--- src/rtl/exec_trace_buffer.sv ---
// Execution-trace capture beside the single-cycle MIPS core: a circular buffer of retired
// instructions, frozen by a selectable trigger plus a programmable post-trigger tail.
module exec_trace_buffer #(
   parameter int PC_WIDTH       = 10,
   parameter int INSTR_WIDTH    = 32,
   parameter int DATA_WIDTH     = 16,
   parameter int REG_ADDR_WIDTH = 4,
   parameter int DEPTH          = 16
) (
   input  logic                        clock,
   input  logic                        reset_n,
   input  logic                        arm,
   input  logic [1:0]                  trig_mode,
   input  logic [PC_WIDTH-1:0]         trig_pc,
   input  logic [$clog2(DEPTH)-1:0]    post_count,
   input  logic                        s_valid,
   input  logic [PC_WIDTH-1:0]         s_pc,
   input  logic [INSTR_WIDTH-1:0]      s_instr,
   input  logic                        s_jump,
   input  logic                        s_jump_reg,
   input  logic                        s_jump_and_link,
   input  logic                        s_branch,
   input  logic                        s_branch_not,
   input  logic                        s_alu_zero,
   input  logic                        s_reg_write,
   input  logic [REG_ADDR_WIDTH-1:0]   s_write_reg,
   input  logic [DATA_WIDTH-1:0]       s_write_back,
   output logic                        armed,
   output logic                        triggered,
   output logic                        done,
   output logic [$clog2(DEPTH):0]      count,
   output logic                        rd_valid,
   input  logic                        rd_ready,
   output logic                        rd_last,
   output logic [PC_WIDTH-1:0]         rd_pc,
   output logic [INSTR_WIDTH-1:0]      rd_instr,
   output logic                        rd_wen,
   output logic [REG_ADDR_WIDTH-1:0]   rd_wreg,
   output logic [DATA_WIDTH-1:0]       rd_wdata
);

   localparam int AW = $clog2(DEPTH);
   localparam logic [AW:0] FULL = (AW+1)'(DEPTH);

   typedef enum logic [1:0] {IDLE, PRE, POST, DONE} state_t;

   state_t                     state;
   logic [PC_WIDTH-1:0]        mem_pc    [DEPTH];
   logic [INSTR_WIDTH-1:0]     mem_instr [DEPTH];
   logic                       mem_wen   [DEPTH];
   logic [REG_ADDR_WIDTH-1:0]  mem_wreg  [DEPTH];
   logic [DATA_WIDTH-1:0]      mem_wdata [DEPTH];

   logic [AW-1:0] wr_ptr, rd_ptr, remaining, post_lat;
   logic [1:0]    mode;
   logic          hit, start, store, finish;
   logic [AW-1:0] wr_next;
   logic [AW:0]   count_inc;

   always_comb begin
      hit = 1'b0;
      case (mode)
         2'b00:   hit = s_jump | s_jump_reg | s_jump_and_link;
         2'b01:   hit = (s_branch & s_alu_zero) | (s_branch_not & ~s_alu_zero);
         2'b10:   hit = (s_pc == trig_pc);
         default: hit = 1'b1;
      endcase
   end

   assign start     = arm && (state == IDLE || state == DONE);
   assign store     = s_valid && (state == PRE || state == POST);
   assign finish    = store && ((state == PRE && hit && post_lat == '0) ||
                                (state == POST && remaining == AW'(1)));
   assign wr_next   = wr_ptr + 1'b1;
   assign count_inc = (count == FULL) ? count : count + 1'b1;

   // Storage carries no reset; the count and rd_valid alone decide what is meaningful.
   always_ff @(posedge clock) begin
      if (store) begin
         mem_pc[wr_ptr]    <= s_pc;
         mem_instr[wr_ptr] <= s_instr;
         mem_wen[wr_ptr]   <= s_reg_write;
         mem_wreg[wr_ptr]  <= s_write_reg;
         mem_wdata[wr_ptr] <= s_write_back;
      end
   end

   always_ff @(posedge clock) begin
      if (!reset_n) begin
         state     <= IDLE;
         wr_ptr    <= '0;
         rd_ptr    <= '0;
         count     <= '0;
         remaining <= '0;
         post_lat  <= '0;
         mode      <= 2'b00;
         armed     <= 1'b0;
         triggered <= 1'b0;
         done      <= 1'b0;
         rd_valid  <= 1'b0;
         rd_last   <= 1'b0;
      end else if (start) begin
         state     <= PRE;
         wr_ptr    <= '0;
         count     <= '0;
         post_lat  <= post_count;
         mode      <= trig_mode;
         armed     <= 1'b1;
         triggered <= 1'b0;
         done      <= 1'b0;
         rd_valid  <= 1'b0;
         rd_last   <= 1'b0;
      end else if (store) begin
         wr_ptr <= wr_next;
         count  <= count_inc;
         if (state == PRE && hit)
            triggered <= 1'b1;
         if (state == POST)
            remaining <= remaining - 1'b1;
         // Oldest surviving entry sits count_inc slots behind the next write slot.
         if (finish) begin
            state    <= DONE;
            armed    <= 1'b0;
            done     <= 1'b1;
            rd_valid <= 1'b1;
            rd_ptr   <= wr_next - count_inc[AW-1:0];
            rd_last  <= (count_inc == (AW+1)'(1));
         end else if (state == PRE && hit) begin
            state     <= POST;
            remaining <= post_lat;
         end
      end else if (state == DONE && rd_valid && rd_ready) begin
         rd_ptr  <= rd_ptr + 1'b1;
         count   <= count - 1'b1;
         rd_last <= (count == (AW+1)'(2));
         if (rd_last) begin
            state     <= IDLE;
            done      <= 1'b0;
            rd_valid  <= 1'b0;
            triggered <= 1'b0;
            rd_last   <= 1'b0;
         end
      end
   end

   assign rd_pc    = rd_valid ? mem_pc[rd_ptr]    : '0;
   assign rd_instr = rd_valid ? mem_instr[rd_ptr] : '0;
   assign rd_wen   = rd_valid ? mem_wen[rd_ptr]   : 1'b0;
   assign rd_wreg  = rd_valid ? mem_wreg[rd_ptr]  : '0;
   assign rd_wdata = rd_valid ? mem_wdata[rd_ptr] : '0;

endmodule

--- config.mk ---
export PLATFORM = sky130hd
export DESIGN_NAME = exec_trace_buffer
export DESIGN_NICKNAME = d
export VERILOG_FILES = /design/src/rtl/exec_trace_buffer.sv
export SDC_FILE = /design/constraint.sdc
export NUM_CORES = 1
export LEC_CHECK = 0
export ABC_AREA = 1
export ABC_CLOCK_PERIOD_IN_PS = 5980
export CAP_MARGIN = 5
export CORE_UTILIZATION = 50
export DETAILED_ROUTE_END_ITERATION = 8
export MAX_ROUTING_LAYER = met4
export PLACE_DENSITY = 0.68
export SYNTH_ARGS = -nofsm -noshare
export SYNTH_HDL_FRONTEND = slang
export SYNTH_SLANG_ARGS = --single-unit
--- constraint.sdc ---
create_clock -name clock -period 5.98 [get_ports clock]
set_clock_uncertainty 0.05 [all_clocks]
set_input_delay 0.897 -clock clock [delete_from_list [all_inputs] [get_ports clock]]
set_output_delay 0.897 -clock clock [all_outputs]
set_load 0.05 [all_outputs]
After elaboration in Yosys (flattened, before gate mapping)
Memories as Yosys holds them, arrays and structs flattened. A register that Yosys moved wholly into a read port is not among the register bits.
Index checks and enable logic that the tools add are counted.
- register bits: 29
- memories: 5
- output and inout port bits: 73
- word-level logic and storage cells: 120
- input port bits: 90
- RAM bits: 1008
- memory list (name ; words ; width ; read ports ; clocked after Yosys merged registers in ; wr ports ; RTL line ; text):
    mem_instr ; 16 ; 32 ; 1 ; 1 ; 1 ; 49 ; logic [INSTR_WIDTH-1:0] mem_instr [DEPTH];
    mem_wdata ; 16 ; 16 ; 1 ; 1 ; 1 ; 52 ; logic [DATA_WIDTH-1:0] mem_wdata [DEPTH];
    mem_pc ; 16 ; 10 ; 1 ; 1 ; 1 ; 48 ; logic [PC_WIDTH-1:0] mem_pc [DEPTH];
    mem_wreg ; 16 ; 4 ; 1 ; 1 ; 1 ; 51 ; logic [REG_ADDR_WIDTH-1:0] mem_wreg [DEPTH];
    mem_wen ; 16 ; 1 ; 1 ; 1 ; 1 ; 50 ; logic mem_wen [DEPTH];
- bitwise operators: 8
- eq/ne operators: 14
- reduce and logical (&&, ||, !) cells: 29
- $add $sub $neg: 6
- mux-type cells: 46
- operator list (kind ; count):
    4-bit 2-to-1 mux ; 17
    32-bit 2-to-1 mux ; 1
    1-bit 2-to-1 mux ; 17
    16-bit 2-to-1 mux ; 1
    5-bit 2-to-1 mux ; 3
    3-bit AND reduction ; 5
    10-bit == test ; 1
    10-bit 2-to-1 mux ; 1
    2-bit 2-to-1 mux ; 5
    4-bit by 1-bit adder with 4-bit output (second input constant) ; 2
    1-bit logical AND ; 8
    2-bit nonzero test ; 4
    2-bit == test (second input constant) ; 3
    2-bit AND reduction ; 3
    3-bit nonzero test ; 2
    5-bit by 1-bit adder with 5-bit output (second input constant) ; 1
    5-bit by 1-bit == test with 1-bit output (second input constant) ; 1
    5-bit by 2-bit == test with 1-bit output (second input constant) ; 1
    5-bit == test (second input constant) ; 1
    5-bit by 1-bit subtractor with 5-bit output (second input constant) ; 1
    2-bit by 1-bit == test with 1-bit output (second input constant) ; 2
    4-bit by 1-bit == test with 1-bit output (second input constant) ; 1
    2-bit logical NOT ; 2
    4-bit logical NOT ; 1
    11 further kinds ; 19

Depth between registers and ports, before layout
- word-level depth: 12
- gate-level depth with buffers: 16

Least setup slack after synthesis
Ideal clock, no wire load.
- kind: input to register
- start: input port s_valid
- end: memory mem_instr[0][0], enable pin
- data required time: 5.446 ns
- data arrival time: 4.177 ns
- buffers on the path: 2
- cell stages on the path: 6
- setup time: 0.484 ns
- path slack: 1.269 ns
- path through: inv_1 nor2_4 buf_6 buf_2 nand2_1 nor2_1
- longest elaborated chain between the ends: 3
- ends and longest elaborated chain (item ; RTL line ; text):
    start, declared ; 16 ; input logic s_valid,
    1-bit logical AND ; 71 ; assign store = s_valid && (state == PRE || state == POST);
    1-bit 2-to-1 mux ; 79 ; if (store) begin
    1-bit 2-to-1 mux (implied by the code) ; 81 ; mem_instr[wr_ptr] <= s_instr;
    end, declared ; 49 ;
Every way passes these cells.

==> results.yml <==
sta:
  period_minus_slack_ps: 5270
  post-route-period-util_pct: 88.2
  max_slew.worst_pin.slew_ps: 1270
  finalSetupTns_ps: 0
  slew_violations: 0
  finalSetupViolations: 0
  rsz0062_at_grt: "false"
  slew_headroom_pct: 15.5
  max_freq_mhz: 190
  finalHoldViolations: 0
setup_path:
  slowest_stage: "clkdlybuf4s50_1"
  r2r_cells: 6
  regToRegSetupSlack_ps: 2450
  crit_chain: "buf_4, o21ai_0, o221ai_1, nand3_1, a21oi_1, clkdlybuf4s50_1"
  startpoint_type: "flip-flop"
  max_stage_delay_ps: 920
  cp_max_fo: 104
  critPathRequiredTime_ps: 5030
  critical_path.endpoint_type: "output port"
  reg2reg_to: "mem_instr[7][24]"
  r2r_start: "state[0]"
  crit_type: "flip-flop to output port"
  cp.arrival_ps: 4330
detailed_routing:
  dr.pass1.iters: 6
  via_per_inst: 6.22
  ant_nets: 0
  wire_per_inst_um: 24.6
  drt_iter0_markers: 2840
  drc: 0
  via_count: 26304
  routed_wl_um: 104000
global_routing:
  grt_first_pass_wirelength_um: 155000
  grt_max_degree: 253
  grt_usage_pct: 25.6
  grt_antenna_before_repair: 6
  grt_pass1_vias: 26229
  grt.overflow.total: 0
layout:
  final_core_util_pct: 58.0
  fin_nets: 3189
  drive_gt1_share_pct: 7.24
  area_delta_synth_final_pct: 14.3
hold_path:
  hold_end: "triggered"
  hold_path.class: "flip-flop to flip-flop"
  hold_start: "triggered"
  min_path_cells: 2
status:
  status: "complete, no violations"
pwr:
  power_per_cell_area_mw_per_mm2: 316
  p_sw_mw: 2.97
  power.leakage_nw: 14.7
  internal_power_mw: 11.9
  pwr-share-clk_pct: 42.8
  ir_drop_mv: 0.237
  combPwrFrac_pct: 2.9
  p_seq_share_pct: 54.3
  fin_total_pwr_mw: 14.8
  swShare_pct: 20.0
floorplanning:
  dieHeight_um: 289
  core_sq_mm: 0.0809
  ios: 163
  rows: 104
  initial_core_util_pct: 50.8
  die-area_sq_mm: 0.0834
  dieWidth_um: 289
clocking:
  tritoncts: "built"
  clk_path_buf_depth: 3
  cts_setup_buffers: 0
  insertion_delay_ps: 670
  cts_inserted_buffers: 102
  ctsResizeCount: 0
  cts_hold_buf: 0
  cts_sinks: 1041
  htreeDepth: 3
  path_clk_slew_ps: 60
  clockRootBuffer: "clkbuf_16"
synth:
  synth_area_sq_mm: 0.0411
  yosys.area.top_type: "edfxtp_1"
  yosys_warnings: 0
  syn_nets: 3099
  synthArstFlopShare_pct: 0
  synth.area.top_cells: "edfxtp_1, o21ai_0, nor2_1"
  synth.avg_cell_area_sq_um: 13.7
  synth_edf_count: 1008
  synth_cell_types: 43
  synthFlopType: "edfxtp_1"
  syn_inst: 2992
  ys_seq_elements: 1041
  yosysTopAreaCellShare_pct: 73.6
  yosysSeqAreaShare_pct: 75.2
place:
  io_buffers: 162
  dp_hpwl_um: 48300
  gp_congestion: 0.774
run:
  drv_cap: 0
[layout make-up]
| class | instances | area [sq um] |
|---|---|---|
| flip-flops and latches | 1041 | 30900 |
| fillers | 6175 | 34000 |
| multi-input cells | 1684 | 9020 |
| diodes | 7 | 17.5 |
| well taps | 1060 | 1330 |
| clock inverters | 61 | 617 |
| clock buffers | 125 | 2680 |
| repair buffers | 205 | 2170 |
| inverters | 48 | 201 |
[through the flow]
stage | cells | hold WS (ps) | area, sq um | setup slack [ps]
after floorplan | 2992 | 398 | 41100 | 1270
after global placement | 4038 | 414 | 43700 | 1530
after detailed placement | 4038 | 411 | 43700 | 1460
after CTS | 4224 | 426 | 47000 | 761
after global routing | 4230 | 445 | 47000 | 579
final | 4231 | 420 | 47000 | 706
[cell usage after synthesis, types with 2 or more instances]
cell,count
a211oi_1,2
a21oi_1,89
buf_1,2
buf_2,83
buf_4,17
buf_6,10
clkbuf_1,82
clkbuf_2,25
dfxtp_1,33
edfxtp_1,1008
ha_1,16
inv_1,39
inv_2,7
nand2_1,69
nand2_2,2
nand3_1,84
nand4_1,2
nor2_1,537
nor2_4,2
nor3_1,3
o2111ai_1,5
o211ai_1,65
o21ai_0,496
o21ai_1,28
o221ai_1,187
o22ai_1,66
xnor2_1,5
xor2_1,13
[worst max path at each step]
stage | cells past startpoint | endpoint | slack [ps] | from
after floorplan | 6 | mem_instr[0][0] | 1270 | s_valid
final | 6 | rd_instr[6] | 710 | flip-flop
after CTS | 6 | rd_instr[6] | 760 | flip-flop
after detailed placement | 6 | rd_instr[6] | 1460 | flip-flop
after global routing | 6 | rd_instr[6] | 580 | flip-flop
after global placement | 6 | rd_instr[6] | 1530 | flip-flop
[cells by family (layout without fill, tap and decap cells)]
logic type,after synthesis,count (layout),share of synthesized area [%]
AND/OR/NAND/NOR,704,704,6.80
flip-flops,1041,1041,75.2
multiplexers,1,1,0.0243
buffers and inverters,267,439,3.13
other,0,7,0
AO/OA/AOI/OAI,944,944,13.9
adder cells (fa/ha/maj),17,17,0.536
XOR/XNOR,18,18,0.383
[sequential cells by signal, indices dropped and copies added (netlist names), named ones only]
signal	flops
wr_ptr	4
mem_wdata	256
armed	1
mem_pc	160
rd_last	1
state	2
mem_wreg	64
post_lat	4
rd_valid	1
count	5
triggered	1
mem_wen	16
rd_ptr	4
mem_instr	512
remaining	4
mode	2
[layout by cell type, fill, tap and decap left out, drive strengths merged, types with 7 or more instances in the layout]
master	netlist	final
edfxtp	1008	1008
nor2	539	539
o22ai	66	66
xor2	13	13
clkinv	1	47
o211ai	65	65
o221ai	187	187
nand2	72	72
nand3	84	84
dfxtp	33	33
inv	47	48
clkbuf	107	125
clkdlybuf4s50	0	162
diode	0	7
bufinv	0	12
a21oi	89	89
buf	112	43
ha	16	16
o21ai	525	525
[power groups by stage]
stage          Sequential (mW)  Combinational (mW)  Clock (mW)
2_1_floorplan             8.22               0.191           0
3_3_place_gp              8.22               0.406           0
3_5_place_dp              8.22               0.424           0
4_1_cts                   8.06               0.426        6.41
5_1_grt                   8.06               0.467        6.69
6_report                  8.06               0.427        6.36
[critical path: cells and delay by family (launching register included)]
family / cells / cell delay [ps]
buffers and inverters: 2 / 1770
AO/OA/AOI/OAI: 3 / 990
AND/OR/NAND/NOR: 1 / 130
flip-flops: 1 / 710
[routing by layer]
metal	global-route usage, %	routed length [um]
met5	-	0
met1	34.2	42200
met4	8.17	2470
met2	40.4	50400
met3	3.82	8830
No activity file was read; power rests on OpenSTA's default activity.
